[src/rtl/input_ctrl_mc.sv]
// Multi-channel FIR input tap line.
// Time-interleaved samples for NUM_CH channels arrive on one valid/ready stream.
// Each channel keeps its own DEPTH-tap signed delay line. After each accepted
// sample the full window of the channel just written is presented downstream,
// together with a primed flag.
module input_ctrl_mc #(
    parameter int DATA_W = 8,
    parameter int DEPTH = 152,
    parameter int NUM_CH = 2,
    localparam int CH_W = (NUM_CH > 1) ? $clog2(NUM_CH) : 1
) (
    input  logic                     clk,
    input  logic                     reset_n,
    input  logic                     clk_enable,
    input  logic                     clear,
    input  logic signed [DATA_W-1:0] in_data,
    input  logic                     in_valid,
    output logic                     in_ready,
    output logic [DEPTH*DATA_W-1:0]  out_taps,
    output logic                     out_valid,
    input  logic                     out_ready,
    output logic [CH_W-1:0]          out_ch,
    output logic                     out_primed
);

    localparam int FILL_W = $clog2(DEPTH + 1);

    logic signed [DATA_W-1:0] line [NUM_CH][DEPTH];
    logic [FILL_W-1:0]        fill [NUM_CH];
    logic [CH_W-1:0]          wr_ch;
    logic                     accept;
    logic [FILL_W:0]          fill_inc;

    // Fill counters stop at DEPTH; one extra bit in the increment avoids wrap.
    function automatic logic [FILL_W-1:0] sat_fill(input logic [FILL_W:0] v);
        if (v > (FILL_W+1)'(DEPTH)) begin
            return FILL_W'(DEPTH);
        end
        return v[FILL_W-1:0];
    endfunction

    // Round-robin channel pointer; a single channel pins it at 0.
    function automatic logic [CH_W-1:0] next_ch(input logic [CH_W-1:0] ch);
        if (NUM_CH == 1) begin
            return '0;
        end
        return (ch == CH_W'(NUM_CH - 1)) ? '0 : ch + CH_W'(1);
    endfunction

    // A new window may only be launched when the current one is gone or being consumed.
    assign in_ready = reset_n & clk_enable & (~out_valid | out_ready);
    assign accept   = in_valid & in_ready & ~clear;
    assign fill_inc = {1'b0, fill[wr_ch]} + (FILL_W+1)'(1);

    // Delay-line storage: only the channel being written shifts.
    always_ff @(posedge clk or negedge reset_n) begin
        if (!reset_n) begin
            for (int c = 0; c < NUM_CH; c++) begin
                for (int k = 0; k < DEPTH; k++) begin
                    line[c][k] <= '0;
                end
            end
        end else if (clk_enable) begin
            if (clear) begin
                for (int c = 0; c < NUM_CH; c++) begin
                    for (int k = 0; k < DEPTH; k++) begin
                        line[c][k] <= '0;
                    end
                end
            end else if (accept) begin
                for (int c = 0; c < NUM_CH; c++) begin
                    if (CH_W'(c) == wr_ch) begin
                        for (int k = DEPTH - 1; k > 0; k--) begin
                            line[c][k] <= line[c][k-1];
                        end
                        line[c][0] <= in_data;
                    end
                end
            end
        end
    end

    // Control: fill counters, write pointer and the output handshake registers.
    always_ff @(posedge clk or negedge reset_n) begin
        if (!reset_n) begin
            for (int c = 0; c < NUM_CH; c++) begin
                fill[c] <= '0;
            end
            wr_ch      <= '0;
            out_valid  <= 1'b0;
            out_ch     <= '0;
            out_primed <= 1'b0;
        end else if (clk_enable) begin
            if (clear) begin
                for (int c = 0; c < NUM_CH; c++) begin
                    fill[c] <= '0;
                end
                wr_ch      <= '0;
                out_valid  <= 1'b0;
                out_primed <= 1'b0;
            end else if (accept) begin
                for (int c = 0; c < NUM_CH; c++) begin
                    if (CH_W'(c) == wr_ch) begin
                        fill[c] <= sat_fill(fill_inc);
                    end
                end
                out_ch     <= wr_ch;
                out_valid  <= 1'b1;
                out_primed <= (fill_inc >= (FILL_W+1)'(DEPTH));
                wr_ch      <= next_ch(wr_ch);
            end else if (out_valid && out_ready) begin
                out_valid <= 1'b0;
            end
        end
    end

    // Window is read straight from storage; it cannot change while a window is stalled.
    always_comb begin
        out_taps = '0;
        for (int k = 0; k < DEPTH; k++) begin
            out_taps[k*DATA_W +: DATA_W] = line[out_ch][k];
        end
    end

endmodule

[config.mk]
export PLATFORM = sky130hd
export DESIGN_NAME = input_ctrl_mc
export DESIGN_NICKNAME = d
export VERILOG_FILES = /design/src/rtl/input_ctrl_mc.sv
export SDC_FILE = /design/constraint.sdc
export NUM_CORES = 2
export LEC_CHECK = 0
export CAP_MARGIN = 20
export CORE_AREA = 5 5 483 485
export DETAILED_ROUTE_END_ITERATION = 7
export DIE_AREA = 0 0 488 490
export GPL_TIMING_DRIVEN = 0
export MAX_ROUTING_LAYER = met4
export PLACE_DENSITY_LB_ADDON = 0.3
export SYNTH_ARGS = -nofsm -noshare
export SYNTH_HDL_FRONTEND = slang
export SYNTH_SLANG_ARGS = --single-unit
[constraint.sdc]
create_clock -name clk -period 7.17 [get_ports clk]
set_clock_uncertainty 0.2 [all_clocks]
set_input_delay 0.717 -clock clk [delete_from_list [all_inputs] [get_ports clk]]
set_output_delay 0.717 -clock clk [all_outputs]
set_load 0.03 [all_outputs]
# == Yosys cells after proc, flatten, opt, wreduce, memory -nomap -nowiden ==
# Cells that the tools add are included.
# word_totals
ff_bits,2452
in_bits,14
out_inout_bits,1220
word_cells,369
# op_classes
add_sub_neg,2
order_cmp,4
n_eq_ne,1
muxes,34
n_bitwise,9
n_reduce_logical,9
# op_table
cell,n
1216-bit 2-to-1 mux,5
2432-bit 2-to-1 mux,2
8-bit 2-to-1 mux,8
16-bit 2-to-1 mux,2
1-bit 2-to-1 mux,17
"8-bit by 1-bit adder with 9-bit output, second input constant",1
"9-bit by 8-bit greater-or-equal comparator with 1-bit output, second input constant",1
"9-bit by 8-bit > comparator with 1-bit output, second input constant",1
3-bit AND reduction,3
1-bit bitwise AND,4
"2-bit greater-or-equal comparator, second input constant",2
1-bit NOT with 2-bit output,2
2-bit AND reduction,2
2-bit nonzero test,2
3-bit nonzero test,1
"2-bit != test, second input constant",1
1-bit NOT,2
"1-bit adder, second input constant",1
1-bit logical AND,1
1-bit OR,1

# == Depth between registers and ports, before layout ==
# logic_depth
ltp_word,15
depth_mapped,11
mapped_depth_nobuf,8

# == Least setup slack after synthesis ==
# OpenSTA, ideal clock, no wires.
# synth_timing
path_kind,reg2out
from,reg out_ch
to,out out_taps[10]
t_arrival_ns,1.953
required_time_ns,6.253
setup_slack_ns,4.300
stages_incl_launch_ff,5
n_path_buf,3
path_cell_list,dfrtp_1 -> clkbuf_1 -> clkbuf_1 -> clkbuf_1 -> mux2_2
# synth_via
elab_chain_cells,4
# synth_rtl
element,line_no,rtl
from (decl),22,"output logic [CH_W-1:0] out_ch,"
from (signal assigned),107,out_ch <= wr_ch;
1-bit NOT with 2-bit output (implied by the code),121,out_taps[k*DATA_W +: DATA_W] = line[out_ch][k];
1216-bit 2-to-1 mux (3 in series),-,
to (decl),19,"output logic [DEPTH*DATA_W-1:0] out_taps,"
# No other way between the ends. The select of a mux whose other input is x is not followed.

# == Worst setup path after layout ==
# layout_timing
from,in reset_n
to,reg line[2426] (netlist name)
# layout_via
elab_chain_cells,6
# layout_rtl
element,line_no,rtl
from (decl),13,"input logic reset_n,"
1-bit bitwise AND (2 in series),51,assign in_ready = reset_n & clk_enable & (~out_valid | out_ready);
1-bit bitwise AND (2 in series),52,assign accept = in_valid & in_ready & ~clear;
2-bit nonzero test (no source line),-,
3-bit AND reduction (no source line),-,
"to (signal, indexed assignment)",74,line[c][k] <= line[c][k-1];
"to (signal, indexed assignment)",76,line[c][0] <= in_data;
to (decl),28,logic signed [DATA_W-1:0] line [NUM_CH][DEPTH];
# No other way between the ends.
# A chain may end at the register's enable or synchronous reset.

==> results.yml <==
outcome:
  outcome: "complete, no violations"
layout:
  fillerInstances: 18507
  final_common_cell: "dfrtp_1"
  fin_util_pct: 55.2
  syn_to_final_growth_pct: 25.4
  drive_above_1_share_pct: 23.6
  layout.nets: 8456
  final_cell_mix: "2452 x dfrtp_1, 2418 x a22o_1, 1231 x clkdlybuf4s50_1"
setup_path:
  cp-start-kind: "input port"
  reg2reg_from: "out_valid$_DFFE_PN0P_"
  crit_start: "reset_n"
  worstPathRequired_ps: 7700
  arrival_ps: 6770
  endpoint_kind: "flop"
  cp_max_fo: 181
  critPathKind: "input port to flop"
global_route:
  grt_use_total_pct: 29.4
  grt_pass1_vias: 72484
  overflow: 0
  grt_pass1_wl_um: 514000
  antenna_found_initial: 18
  grt_start_max_net_pins: 185
routing:
  wl_um: 352000
  drc: 0
  antenna_left: 0
  drt_first_iter_violations: 5899
  vias: 71286
  wire_per_inst_um: 30.2
  vias_per_cell: 6.12
  first_pass_iters: 6
floorplanning:
  start_util_pct: 44.0
  dieHeight_um: 490
  die_area_sq_mm: 0.239
  ios: 1234
  dieWidth_um: 488
  row_count: 176
  coreArea_sq_mm: 0.229
sta:
  tightest_slew_ps: 1170
  setup_viol: 0
  fin_tns_setup_ps: 0
  setup_slack_ps: 925
  rsz0062_at_grt: "no"
  finalCriticalPeriod_ps: 6240
  fin_crit_sh_pct: 87.1
  hold_viol_final: 0
  relSlewSlack_pct: 22.1
  fmax_mhz: 160
  drv_slew: 0
synthesis:
  syn_nets: 6922
  netlist_area_sq_mm: 0.101
  yosysSeqAreaShare_pct: 60.9
  async_flop_share_pct: 100
  syn_inst: 6906
  syn_avg_cell_area_sq_um: 14.6
  synth.distinct_cells: 37
  ys_warn_count: 0
  synth_edf_count: 0
  ys.flop_type: "dfrtp_1"
  synth_seq_cells: 2452
clock_tree:
  clock_latency_ps: 930
  cts_max_level: 5
  cts.sinks: 2452
  cts_resized: 0
  clock_path_buffers: 4
  cts_setup_buffers: 0
  cts.clk_slew.worst_paths_ps: 60
  cts_tree: "yes"
  hold_buffers: 1
  cts_made_buffers: 282
  cts-root-buf: "clkbuf_16"
place:
  portBuffers: 1232
  hpwl_um: 263000
  gp_congestion: 0.933
  pre_cts_ws_ps: 566
power:
  finalPower_mw: 30.2
  power.leakage_nw: 59.7
  ir_drop_uv: 191
  power_density_mw_per_mm2: 239
job:
  cap_violations: 0
min_path:
  min_from: "in_data[5]"
  min_path_type: "input port to flop"
==> flip-flops by register name (all words and copies together) (netlist names) <==
signal      count
fill           16
line         2432
out_ch          1
out_primed      1
out_valid       1
wr_ch           1
==> synth_stat cells, types with 3 or more instances <==
cell type	instances	area share, %
nand2_1	34	0.13
dfrtp_1	2452	61
o211ai_1	3	0.022
o21ai_0	20	0.099
o21ai_1	5	0.025
buf_6	16	0.18
nand2b_1	7	0.043
a22oi_1	5	0.037
buf_1	9	0.034
xnor2_1	5	0.043
nand4b_1	3	0.026
nor2_1	4	0.015
clkbuf_1	297	1.1
mux2i_1	8	0.080
xor2_1	3	0.026
a32oi_1	6	0.052
buf_4	185	1.4
mux2_2	1220	14
nand4_1	3	0.019
buf_2	176	0.87
a22o_1	2418	21
inv_1	4	0.015
a32o_1	3	0.030
==> cell type report <==
class,instances,area [sq um],area share [%]
Clock inverter,63,763,0.604
Multi-Input combinational cell,3767,35700,28.3
Timing Repair Buffer,1250,12800,10.1
Tap cell,3026,3790,3.00
Sequential cell,2452,61400,48.6
Buffer,683,3600,2.85
Inverter,4,15.0,0.0119
Clock buffer,403,8220,6.51
Antenna cell,8,20.0,0.0158
==> path summary, 6_finish.rpt <==
kind / endpoint / slack, ps / cells past startpoint
worst max-delay path: line[2426]$_DFFE_PN0P_ / 930 / 13
worst min-delay path: line[2429]$_DFFE_PN0P_ / 240 / 3
worst max register to register: line[2426]$_DFFE_PN0P_ / 3040 / 8
worst min register to register: line[870]$_DFFE_PN0P_ / 260 / 1
max in group asynchronous: line[828]$_DFFE_PN0P_ / 2810 / 6
min in group asynchronous: line[1649]$_DFFE_PN0P_ / 250 / 2
==> report_power, final <==
group          internal [mW]  switching [mW]
registers               13.9          0.0157
logic                  0.620            1.50
clock network           8.47            5.70
==> kinds of logic after synthesis <==
group	Yosys count	synth area share, %
simple gates	60	0.293
compound gates	2469	21.4
fa+ha+maj	2	0.0248
mux	1228	13.7
flops	2452	60.9
buf+inv	687	3.59
xor+xnor	8	0.0696
==> layer usage <==
| metal | up-vias | GRT usage (%) | part of all wire [%] |
|---|---|---|---|
| met5 | - | - | 0 |
| met2 | 2905 | 43.4 | 45 |
| met4 | 0 | 14.9 | 6.2 |
| met1 | 37715 | 38.2 | 41 |
| met3 | 716 | 6.86 | 8.1 |
| li1 | 29950 | - | - |
==> worst max-delay path, cell delays in order <==
cell	delay (ps)
dlygate4sd3_1	590
buf_16	300
buf_16	370
buf_16	550
buf_16	400
nand2_1	230
nor4_1	60
o21ai_1	510
buf_4	330
buf_2	600
clkbuf_1	870
clkbuf_1	530
o21ai_0	200
==> stage by stage <==
stage	cell area, sq um	instances	hold WS (ps)
5_1_grt	126000	11655	242
4_1_cts	126000	11648	183
2_1_floorplan	101000	6906	221
3_5_place_dp	117000	11181	268
6_report	126000	11656	241
3_3_place_gp	117000	11164	264
Power figures use the tool's default switching activity.
